## src/rtl/mac_pkg.sv

```systemverilog
// Shared types and sizing helpers for the MAC result drain.
package mac_pkg;

  typedef enum logic [1:0] {
    IDLE   = 2'd0,
    READ   = 2'd1,
    STREAM = 2'd2
  } state_t;

  function automatic int elem_cnt(input int m, input int n);
    return m * n;
  endfunction

  function automatic int idx_w(input int cnt);
    return (cnt > 1) ? $clog2(cnt) : 1;
  endfunction

endpackage

```

## src/rtl/mac_result_drain_if.sv

```systemverilog
// Result-in handshake and element-out stream of the drain.
interface mac_result_drain_if
  import mac_pkg::*;
#(
  parameter int M  = 4,
  parameter int N  = 4,
  parameter int DW = 16,
  parameter int OW = 8
);

  localparam int CNT = elem_cnt(M, N);
  localparam int IW  = idx_w(CNT);

  logic              blk_val_in;
  logic              blk_rdy_out;
  logic              c_re_out;
  logic [CNT*DW-1:0] c_data_in;
  logic [OW-1:0]     out_data;
  logic              out_val;
  logic              out_rdy;
  logic              out_last;
  logic [IW-1:0]     out_idx;
  logic              out_sat;
  logic              busy;

  modport master (
    output blk_val_in,
    output c_data_in,
    output out_rdy,
    input  blk_rdy_out,
    input  c_re_out,
    input  out_data,
    input  out_val,
    input  out_last,
    input  out_idx,
    input  out_sat,
    input  busy
  );

  modport slave (
    input  blk_val_in,
    input  c_data_in,
    input  out_rdy,
    output blk_rdy_out,
    output c_re_out,
    output out_data,
    output out_val,
    output out_last,
    output out_idx,
    output out_sat,
    output busy
  );

endinterface

```

## src/rtl/mac_sat_trunc.sv

```systemverilog
// Maps one result element to the output width, saturating or truncating.
module mac_sat_trunc #(
  parameter int IN_W     = 16,
  parameter int OUT_W    = 8,
  parameter int SATURATE = 1
) (
  input  logic [IN_W-1:0]  din,
  output logic [OUT_W-1:0] dout,
  output logic             sat
);

  generate
    if (SATURATE != 0 && OUT_W < IN_W) begin : g_sat
      logic [IN_W-OUT_W:0] top;
      logic                ovf;
      logic [OUT_W-1:0]    pos_max;
      logic [OUT_W-1:0]    neg_min;

      // Fits iff every bit from the output sign bit upward agrees.
      assign top     = din[IN_W-1:OUT_W-1];
      assign ovf     = !((&top) || !(|top));
      assign pos_max = {1'b0, {(OUT_W-1){1'b1}}};
      assign neg_min = {1'b1, {(OUT_W-1){1'b0}}};

      always_comb begin
        dout = din[OUT_W-1:0];
        sat  = 1'b0;
        if (ovf) begin
          dout = din[IN_W-1] ? neg_min : pos_max;
          sat  = 1'b1;
        end
      end
    end else begin : g_trunc
      logic unused_din;

      assign unused_din = ^din;
      assign dout       = din[OUT_W-1:0];
      assign sat        = 1'b0;
    end
  endgenerate

endmodule

```

## src/rtl/mac_result_drain.sv

```systemverilog
// Captures a finished C matrix and streams it out one element per transfer.
module mac_result_drain
  import mac_pkg::*;
#(
  parameter int param_M          = 4,
  parameter int param_N          = 4,
  parameter int DATA_WIDTH_FINAL = 16,
  parameter int OUT_WIDTH        = 8,
  parameter int SATURATE         = 1,
  parameter int READ_LAT         = 1
) (
  input logic               clk,
  input logic               rstn,
  mac_result_drain_if.slave bus
);

  localparam int CNT = elem_cnt(param_M, param_N);
  localparam int IW  = idx_w(CNT);
  localparam int DW  = DATA_WIDTH_FINAL;
  localparam int LW  = 2;

  localparam logic [IW-1:0] LAST_IDX = IW'(CNT - 1);
  localparam logic [LW-1:0] LAT_INIT = LW'(READ_LAT - 1);

  state_t        state_q, state_d;
  logic [LW-1:0] lat_q, lat_d;
  logic [IW-1:0] idx_q, idx_d;
  logic [DW-1:0] buf_q [CNT];
  logic [DW-1:0] buf_d [CNT];

  logic             is_idle;
  logic             is_read;
  logic             is_strm;
  logic             hs;
  logic             last;
  logic             cap;
  logic [DW-1:0]    elem;
  logic [OUT_WIDTH-1:0] st_data;
  logic             st_sat;

  assign is_idle = (state_q == IDLE);
  assign is_read = (state_q == READ);
  assign is_strm = (state_q == STREAM);
  assign hs      = is_idle && bus.blk_val_in;
  assign last    = is_strm && (idx_q == LAST_IDX);

  always_comb begin
    state_d = state_q;
    lat_d   = lat_q;
    idx_d   = idx_q;
    cap     = 1'b0;
    unique case (1'b1)
      is_idle: begin
        if (hs) begin
          state_d = READ;
          lat_d   = LAT_INIT;
        end
      end
      is_read: begin
        if (lat_q == '0) begin
          cap     = 1'b1;
          idx_d   = '0;
          state_d = STREAM;
        end else begin
          lat_d = lat_q - 1'b1;
        end
      end
      is_strm: begin
        if (bus.out_rdy) begin
          if (last) begin
            state_d = IDLE;
            idx_d   = '0;
          end else begin
            idx_d = idx_q + 1'b1;
          end
        end
      end
      default: state_d = IDLE;
    endcase
  end

  always_comb begin
    for (int i = 0; i < CNT; i++) begin
      buf_d[i] = cap ? bus.c_data_in[i*DW +: DW] : buf_q[i];
    end
  end

  always_ff @(posedge clk or negedge rstn) begin
    if (!rstn) begin
      state_q <= IDLE;
      lat_q   <= '0;
      idx_q   <= '0;
      for (int i = 0; i < CNT; i++) begin
        buf_q[i] <= '0;
      end
    end else begin
      state_q <= state_d;
      lat_q   <= lat_d;
      idx_q   <= idx_d;
      buf_q   <= buf_d;
    end
  end

  assign elem = buf_q[idx_q];

  mac_sat_trunc #(
    .IN_W     (DW),
    .OUT_W    (OUT_WIDTH),
    .SATURATE (SATURATE)
  ) u_sat (
    .din  (elem),
    .dout (st_data),
    .sat  (st_sat)
  );

  // Outputs are quiet outside STREAM so stale buffer data never leaks.
  assign bus.blk_rdy_out = is_idle;
  assign bus.c_re_out    = hs;
  assign bus.out_val     = is_strm;
  assign bus.out_last    = last;
  assign bus.out_idx     = idx_q;
  assign bus.out_data    = is_strm ? st_data : '0;
  assign bus.out_sat     = is_strm && st_sat;
  assign bus.busy        = !is_idle;

endmodule
```

## src/flat_wrapper.sv

```systemverilog
// flat-port wrapper written by rule: the top's interface ports become plain ports
module mac_result_drain_flat import mac_pkg::*;
#(
  parameter int param_M          = 4,
  parameter int param_N          = 4,
  parameter int DATA_WIDTH_FINAL = 16,
  parameter int OUT_WIDTH        = 8,
  parameter int SATURATE         = 1,
  parameter int READ_LAT         = 1
)
  (clk, rstn, bus_blk_val_in, bus_c_data_in, bus_out_rdy, bus_blk_rdy_out, bus_c_re_out, bus_out_data, bus_out_val, bus_out_last, bus_out_idx, bus_out_sat, bus_busy);
  mac_result_drain_if bus_i ();
  input logic clk;
  input logic rstn;
  input wire logic [$bits(bus_i.blk_val_in)-1:0] bus_blk_val_in;
  input wire logic [$bits(bus_i.c_data_in)-1:0] bus_c_data_in;
  input wire logic [$bits(bus_i.out_rdy)-1:0] bus_out_rdy;
  output wire logic [$bits(bus_i.blk_rdy_out)-1:0] bus_blk_rdy_out;
  output wire logic [$bits(bus_i.c_re_out)-1:0] bus_c_re_out;
  output wire logic [$bits(bus_i.out_data)-1:0] bus_out_data;
  output wire logic [$bits(bus_i.out_val)-1:0] bus_out_val;
  output wire logic [$bits(bus_i.out_last)-1:0] bus_out_last;
  output wire logic [$bits(bus_i.out_idx)-1:0] bus_out_idx;
  output wire logic [$bits(bus_i.out_sat)-1:0] bus_out_sat;
  output wire logic [$bits(bus_i.busy)-1:0] bus_busy;
  assign bus_i.blk_val_in = bus_blk_val_in;
  assign bus_i.c_data_in = bus_c_data_in;
  assign bus_i.out_rdy = bus_out_rdy;
  assign bus_blk_rdy_out = bus_i.blk_rdy_out;
  assign bus_c_re_out = bus_i.c_re_out;
  assign bus_out_data = bus_i.out_data;
  assign bus_out_val = bus_i.out_val;
  assign bus_out_last = bus_i.out_last;
  assign bus_out_idx = bus_i.out_idx;
  assign bus_out_sat = bus_i.out_sat;
  assign bus_busy = bus_i.busy;
  mac_result_drain #(.param_M(param_M), .param_N(param_N), .DATA_WIDTH_FINAL(DATA_WIDTH_FINAL), .OUT_WIDTH(OUT_WIDTH), .SATURATE(SATURATE), .READ_LAT(READ_LAT)) u_core (.clk(clk), .rstn(rstn), .bus(bus_i));
endmodule
```

## config.mk

```make
export PLATFORM = sky130hd
export DESIGN_NAME = mac_result_drain_flat
export DESIGN_NICKNAME = d
export VERILOG_FILES = /design/src/rtl/mac_pkg.sv /design/src/rtl/mac_result_drain_if.sv /design/src/rtl/mac_sat_trunc.sv /design/src/rtl/mac_result_drain.sv /design/src/flat_wrapper.sv
export SDC_FILE = /design/constraint.sdc
export NUM_CORES = 1
export LEC_CHECK = 0
export BUFFER_PORTS_ARGS = -buffer_cell sky130_fd_sc_hd__buf_2
export CAP_MARGIN = 0
export CORE_ASPECT_RATIO = 1.25
export CORE_MARGIN = 2
export CORE_UTILIZATION = 54
export DETAILED_ROUTE_END_ITERATION = 12
export HOLD_SLACK_MARGIN = 0.12
export MAX_ROUTING_LAYER = met4
export PLACE_DENSITY = 0.79
export SYNTH_ARGS = -nofsm -noshare
export SYNTH_HDL_FRONTEND = slang
export SYNTH_SLANG_ARGS = --single-unit
```

## constraint.sdc

```tcl
create_clock -name clk -period 2.5 [get_ports clk]
set_input_delay 0.25 -clock clk [delete_from_list [all_inputs] [get_ports clk]]
set_output_delay 0.25 -clock clk [all_outputs]
set_load 0.01 [all_outputs]
```

Word level (Yosys, flattened, before mapping)
Cells that the tools add are included.
Storage, ports and cells
  input port bits: 260
  register bits: 264
  logic and storage cells: 67
  output and inout bits: 18
Cells by class
  add/subtract/negate cells: 2
  multiplexer cells: 21
  eq/ne operators: 8
  reduce and logical (&&, ||, !) cells: 15
  magnitude comparators: 1
  bitwise operators: 1
Operators by type and width (count)
  $bmux 16 s4: 1
  $mux 16: 2
  $mux 8: 3
  $mux 2: 6
  $mux 4: 3
  $ne 2x2->1 const B: 5
  $reduce_and 9->1: 1
  $reduce_or 9->1: 1
  $pmux 4 s2: 1
  $pmux 2 s3: 1
  $reduce_and 3->1: 2
  $ge 5x5->1 const B: 1
  $not 4->5: 1
  $add 4x1->4 const B: 1
  $eq 4x4->1 const B: 1
  $logic_not 2->1: 2
  $pmux 2 s2: 1
  $reduce_and 4->1: 1
  $reduce_bool 2->1: 2
  $logic_and 1x1->1: 3
  $mux 1: 3
  $eq 2x1->1 const B: 1
  $eq 2x2->1 const B: 1
  $logic_not 1->1: 2
  other kinds (2): 2

Depth between registers and ports, before layout
  depth in word-level cells: 9
  depth in mapped cells: 8
  mapped depth without buffers: 6

Modules after synthesis
A second synthesis with hierarchy kept.
Second synthesis, totals
  cell total of the unflattened synthesis: 1297
  area, all modules: 12321.8 um2
By module, submodules not included
  mac_result_drain: area each 12141.6 um2, cells an instance 1272, seq. area each 6606.3 um2, times used 1
  mac_sat_trunc: area each 180.2 um2, cells an instance 25, seq. area each 0.0 um2, times used 1

Least setup slack after synthesis
Ideal clock, no wire load.
  path type: register to output
  start: reg u_core.idx_q[0], in the netlist u_core.bus.out_idx[0]
  end: out bus_out_sat
  arrival: 2.182 ns
  setup slack: 0.068 ns
  cell stages (with the launch flop): 9
  cell sequence: dfrtp_1 buf_6 buf_2 mux4_2 a22oi_1 nand2_1 nor4_1 a21o_4 a21oi_1
On the way
  cells in the longest elaborated chain, start to end: 9
Ends and longest elaborated chain
  from (decl): RTL line mac_result_drain.sv:27  | logic [IW-1:0] idx_q, idx_d;
  from (signal assigned): RTL line mac_result_drain.sv:99  | idx_q <= idx_d;
  $not 4->5 (not written as such) (*): RTL line mac_result_drain.sv:104  | assign elem = buf_q[idx_q];
  $bmux 16 s4 (*): RTL line mac_result_drain.sv:104
  $mux 16 (not written as such) (*) (2 in series): RTL line mac_result_drain.sv:104
  $reduce_or 9->1: RTL line mac_sat_trunc.sv:21  | assign ovf = !((&top) || !(|top));
  $logic_not 1->1: RTL line mac_sat_trunc.sv:21
  $logic_or 1x1->1 (*): RTL line mac_sat_trunc.sv:21
  $mux 1 (*): RTL line mac_sat_trunc.sv:28  | if (ovf) begin
  $logic_and 1x1->1 (*): RTL line mac_result_drain.sv:123  | assign bus.out_sat = is_strm && st_sat;
  to (decl): RTL line flat_wrapper.sv:24  | output wire logic [$bits(bus_i.out_sat)-1:0] bus_out_sat;
Mark *: on every way between the ends. The rest lies on a longest branch, timed or not. The select of a mux whose other input is x is not followed.

Worst setup path after layout
Same ends and word-level chain as after synthesis.

==> run summary <==
The run finished, with violations left. The checks that failed: setup timing. The start-to-end type of the worst setup path is flop to output pin.

The endpoint class of the critical path was an output pin. Entering global routing, the biggest net connects 150 pins. The commonest register cell after synthesis was sky130_fd_sc_hd__dfrtp_1. 278 I/O pins were placed. The post-synth net total was 1534; the die area was 23490 um^2. In this run, the combinational gates consume 43.7% of the power.

For the data arrival time of the critical path, the log shows 3.01 ns. The analysis attributes to net switching a power of 0.008446 W. Clock latency on the worst-skew pair, taken at its later pin, is 0.52 ns.

The vertical die dimension works out to 170.9 um. The first global-routing pass estimated 68140 um of wire. Prior to clock tree synthesis, the placed netlist has a worst setup slack of -0.2290 ns. For this run, the register share of the synthesized area comes to 54.92%. The part of the total power dissipated in sequential elements is 36.6%. In this run the static leakage power is 9.044 nW. TritonCTS built the clock tree.

In this run, synthesis inferred 0 flip-flops with an integrated enable. The clock input transition at the sequential cells of the worst setup and hold paths is 0.07 ns, and the power density relative to cell area is 1223 nW/um^2. In this run the mean area of a mapped cell was 9.457 um^2. The run gives 12030 um^2 as the post-synthesis cell area.

Clock tree synthesis inserted a total of 25 buffers. The proportion of layout cells with a drive suffix above 1 is 25.78%, and the number of violations reported at the end of detailed-routing iteration 0 is 1311. The final layout contains 2063 nets. In the routed layout, each cell is associated on average with a via count of 5.743. The area growth from synthesis to layout is 46.70%. The maximum fanout count along the critical path is 8. The tools report the placement row count as 61. The maximum level of the CTS H-tree came out at 1.

The initial utilization of the core area, before any placement, comes to 54.54%. Setup repair after global routing could not meet its margin everywhere. Synthesis inferred 264 register bits.

The logs give 0.7938 mV for the worst IR drop on VDD and 0.3639 ns for the worst hold-check slack. The fraction of registers with async set or reset after synthesis is 100.0%. The min-delay analysis places its worst path in the category input port to asynchronous set/reset pin. The length of the first detailed-routing pass in iterations was 6; the count of final setup violators was 9. In this run switching power makes up 39.12% of total power.

STA puts the critical path data required time at 2.25 ns. For the headroom to the max-slew limit, the log shows 47.85%. Between clock sinks in the finished design, the worst skew comes to 0.009909 ns. The floorplan step defined a core boundary enclosing 22060 um^2. Portion of the clock cycle consumed by the worst path in the final layout: 130.4%. In this run the clock root is driven by a sky130_fd_sc_hd__clkbuf_16. The run gives 44510 um as the wire length reported by the detailed router.

Global routing finished with a remaining overflow of 0. Synthesis handed over a netlist of 1272 instances. The tools report the number of standard cells in the final layout excluding fillers as 2107.

The die is 137.5 um wide. The worst path in the final design needs a cycle of 3.260 ns, including I/O delays and setup. The run gives 0 as the total count of max-transition violations in the final report. The final routed wire length divided by cell count was 21.13 um. Yosys printed 0 warnings. The actual slew at the worst max-slew pin is 0.7823 ns. The final hold violation count was 0. The tools report the final total negative setup slack as -6.340 ns. The worst setup path is launched from a flop.

The logs give 0 for the antenna violation net count after detailed routing and 0 for the number of remaining DRC errors. Counting distinct cell types in the post-synthesis netlist gives 33. The via count of the first global-routing pass came out at 12660. The worst path setup slack after routing came out at -0.7600 ns. The initial antenna violation count is 5, and the total routing usage reported by global routing is 40.03%. The tools report the HPWL after detailed placement as 22840 um. The clock net in this run drives a total of 264 sinks. The number of max-cap violations is 0, and the fraction of power consumed by the clock network is 19.7%.

The clock passes through at most 3 buffers. The number of placed instances, taps included, is 1789. For this run, the top clock speed supported by timing is 306.7 MHz. The final design utilization was 80.00%. At the end of routability-driven placement, the weighted congestion stood at 0.9260. Across all layers, the routed design uses 12100 vias. In this run the tool buffered the top-level ports with 277 buffer cells. The internal cell power was 0.01314 W.
[kinds of logic (layout without fill, tap and decap cells)]
kind of cell             Yosys count  count (layout)  share of synthesized area [%]
AO/OA/AOI/OAI                     42              42                          2.798
AND/OR/NAND/NOR                  799             799                          25.35
flip-flops                       264             264                          54.92
multiplexers                      72              72                          13.48
buffers and inverters             93             640                          3.245
adder cells (fa/ha/maj)            2               2                         0.2080
other                              0               5                              0
[registers in the layout, indices dropped and copies added (netlist names)]
register / flops
u_core.buf_q: 256
u_core.state_q: 2
u_core.lat_q: 2
u_core.bus.out_idx: 4
[placed cells by master, fill, tap and decap left out, types with 2 or more instances in the layout]
master and n:
sky130_fd_sc_hd__a21oi_1 3, sky130_fd_sc_hd__inv_1 12, sky130_fd_sc_hd__dfrtp_1 262, sky130_fd_sc_hd__mux4_2 72
sky130_fd_sc_hd__a22o_1 3, sky130_fd_sc_hd__buf_6 2, sky130_fd_sc_hd__buf_12 17, sky130_fd_sc_hd__and2_1 2
sky130_fd_sc_hd__clkbuf_8 7, sky130_fd_sc_hd__bufinv_16 5, sky130_fd_sc_hd__clkinv_2 3, sky130_fd_sc_hd__dlygate4sd3_1 259
sky130_fd_sc_hd__nand2_2 2, sky130_fd_sc_hd__o21ai_0 7, sky130_fd_sc_hd__clkinv_4 2, sky130_fd_sc_hd__dfrtp_4 2
sky130_fd_sc_hd__clkinvlp_4 2, sky130_fd_sc_hd__nor2_1 3, sky130_fd_sc_hd__a211oi_2 6, sky130_fd_sc_hd__clkbuf_16 26
sky130_fd_sc_hd__nor2b_1 2, sky130_fd_sc_hd__nand4_1 3, sky130_fd_sc_hd__a22oi_2 8, sky130_fd_sc_hd__a22oi_1 8
sky130_fd_sc_hd__nand3_1 3, sky130_fd_sc_hd__nand2_1 775, sky130_fd_sc_hd__buf_4 27, sky130_fd_sc_hd__ha_1 2
sky130_fd_sc_hd__buf_2 275, sky130_fd_sc_hd__diode_2 5
[final cells by class]
class / instances / area, um^2
Tap cell: 283 / 354.1
Clock inverter: 12 / 197.7
Antenna cell: 5 / 12.51
Fill cell: 1126 / 4410
Clock buffer: 33 / 725.7
Multi-Input combinational cell: 915 / 5120
Timing Repair Buffer: 582 / 4574
Sequential cell: 264 / 6614
Inverter: 13 / 48.80
[layer usage]
metal	wire length, um	share of wire (%)	up-vias	track usage (%)
met2	21670	49	896	62.75
met4	3356	7.5	0	24.70
met3	4286	9.6	300	9.244
met1	15200	34	5774	46.87
met5	0	0	-	-
li1	-	-	5131	-
[critical path, cell delays in order, from the launching register on]
cell and delay (ns):
sky130_fd_sc_hd__dfrtp_4 0.54, sky130_fd_sc_hd__buf_12 0.16, sky130_fd_sc_hd__buf_4 0.13, sky130_fd_sc_hd__mux4_2 0.50, sky130_fd_sc_hd__a22oi_1 0.22, sky130_fd_sc_hd__nand2_1 0.13
sky130_fd_sc_hd__nor4_2 0.16, sky130_fd_sc_hd__buf_4 0.16, sky130_fd_sc_hd__a21o_4 0.21, sky130_fd_sc_hd__a21oi_2 0.10, sky130_fd_sc_hd__buf_2 0.17
[power by group through the flow]
| stage | clock network, W | registers, W | logic [W] |
|---|---|---|---|
| after floorplan | 0 | 0.00713 | 0.00593 |
| after CTS | 0.00422 | 0.00766 | 0.00883 |
| after detailed placement | 0 | 0.00766 | 0.00812 |
| after global routing | 0.00444 | 0.00801 | 0.0102 |
| after global placement | 0 | 0.00764 | 0.00780 |
| final | 0.00425 | 0.00790 | 0.00943 |
[worst paths after layout]
path | start | endpoint | slack (ns) | cells past startpoint
max | u_core.bus.out_idx[0] | bus_out_sat | -0.76 | 10
min | rstn | u_core.buf_q[147] | 0.36 | 2
max reg2reg | u_core.lat_q[0] | u_core.buf_q[155] | 0.43 | 6
min reg2reg | u_core.buf_q[68] | u_core.buf_q[68] | 0.47 | 2
max in group asynchronous | rstn | u_core.buf_q[233] | 1.41 | 3
min in group clk | bus_c_data_in[252] | u_core.buf_q[12] | 0.46 | 4
[synthesized netlist by cell type, types with 3 or more instances]
master,number,area [um^2]
sky130_fd_sc_hd__nor2_1,3,11.26
sky130_fd_sc_hd__a211oi_2,7,87.58
sky130_fd_sc_hd__dfrtp_1,264,6606
sky130_fd_sc_hd__o21ai_0,7,35.03
sky130_fd_sc_hd__nand3_1,3,15.01
sky130_fd_sc_hd__buf_2,8,40.04
sky130_fd_sc_hd__a22o_1,3,26.28
sky130_fd_sc_hd__nand4_1,3,18.77
sky130_fd_sc_hd__inv_1,13,48.80
sky130_fd_sc_hd__mux4_2,72,1622
sky130_fd_sc_hd__nand2_1,777,2917
sky130_fd_sc_hd__clkbuf_1,62,232.7
sky130_fd_sc_hd__buf_1,6,22.52
sky130_fd_sc_hd__a22oi_1,16,120.1
sky130_fd_sc_hd__and2_1,3,18.77
sky130_fd_sc_hd__a21oi_1,4,20.02
[stage by stage]
| stage | area [um^2] | power (W) |
|---|---|---|
| detailed placement | 13930 | 0.01578 |
| finish | 17650 | 0.02159 |
| CTS | 17600 | 0.02071 |
| global placement | 13930 | 0.01544 |
| global route | 17650 | 0.02270 |
| floorplan | 12030 | 0.01307 |
[repair_timing]
| item | in CTS | in global routing |
|---|---|---|
| pin swaps | 2 | 9 |
| endpoints found under the setup margin | 9 | 10 |
| endpoints found under the hold margin | 356 | 0 |
| cloned | 1 | 1 |
| setup buffers | 8 | 0 |
| gates resized for setup | 14 | 8 |
| hold buffers | 259 | 0 |
Note: power is estimated with default switching activity, not from simulation.
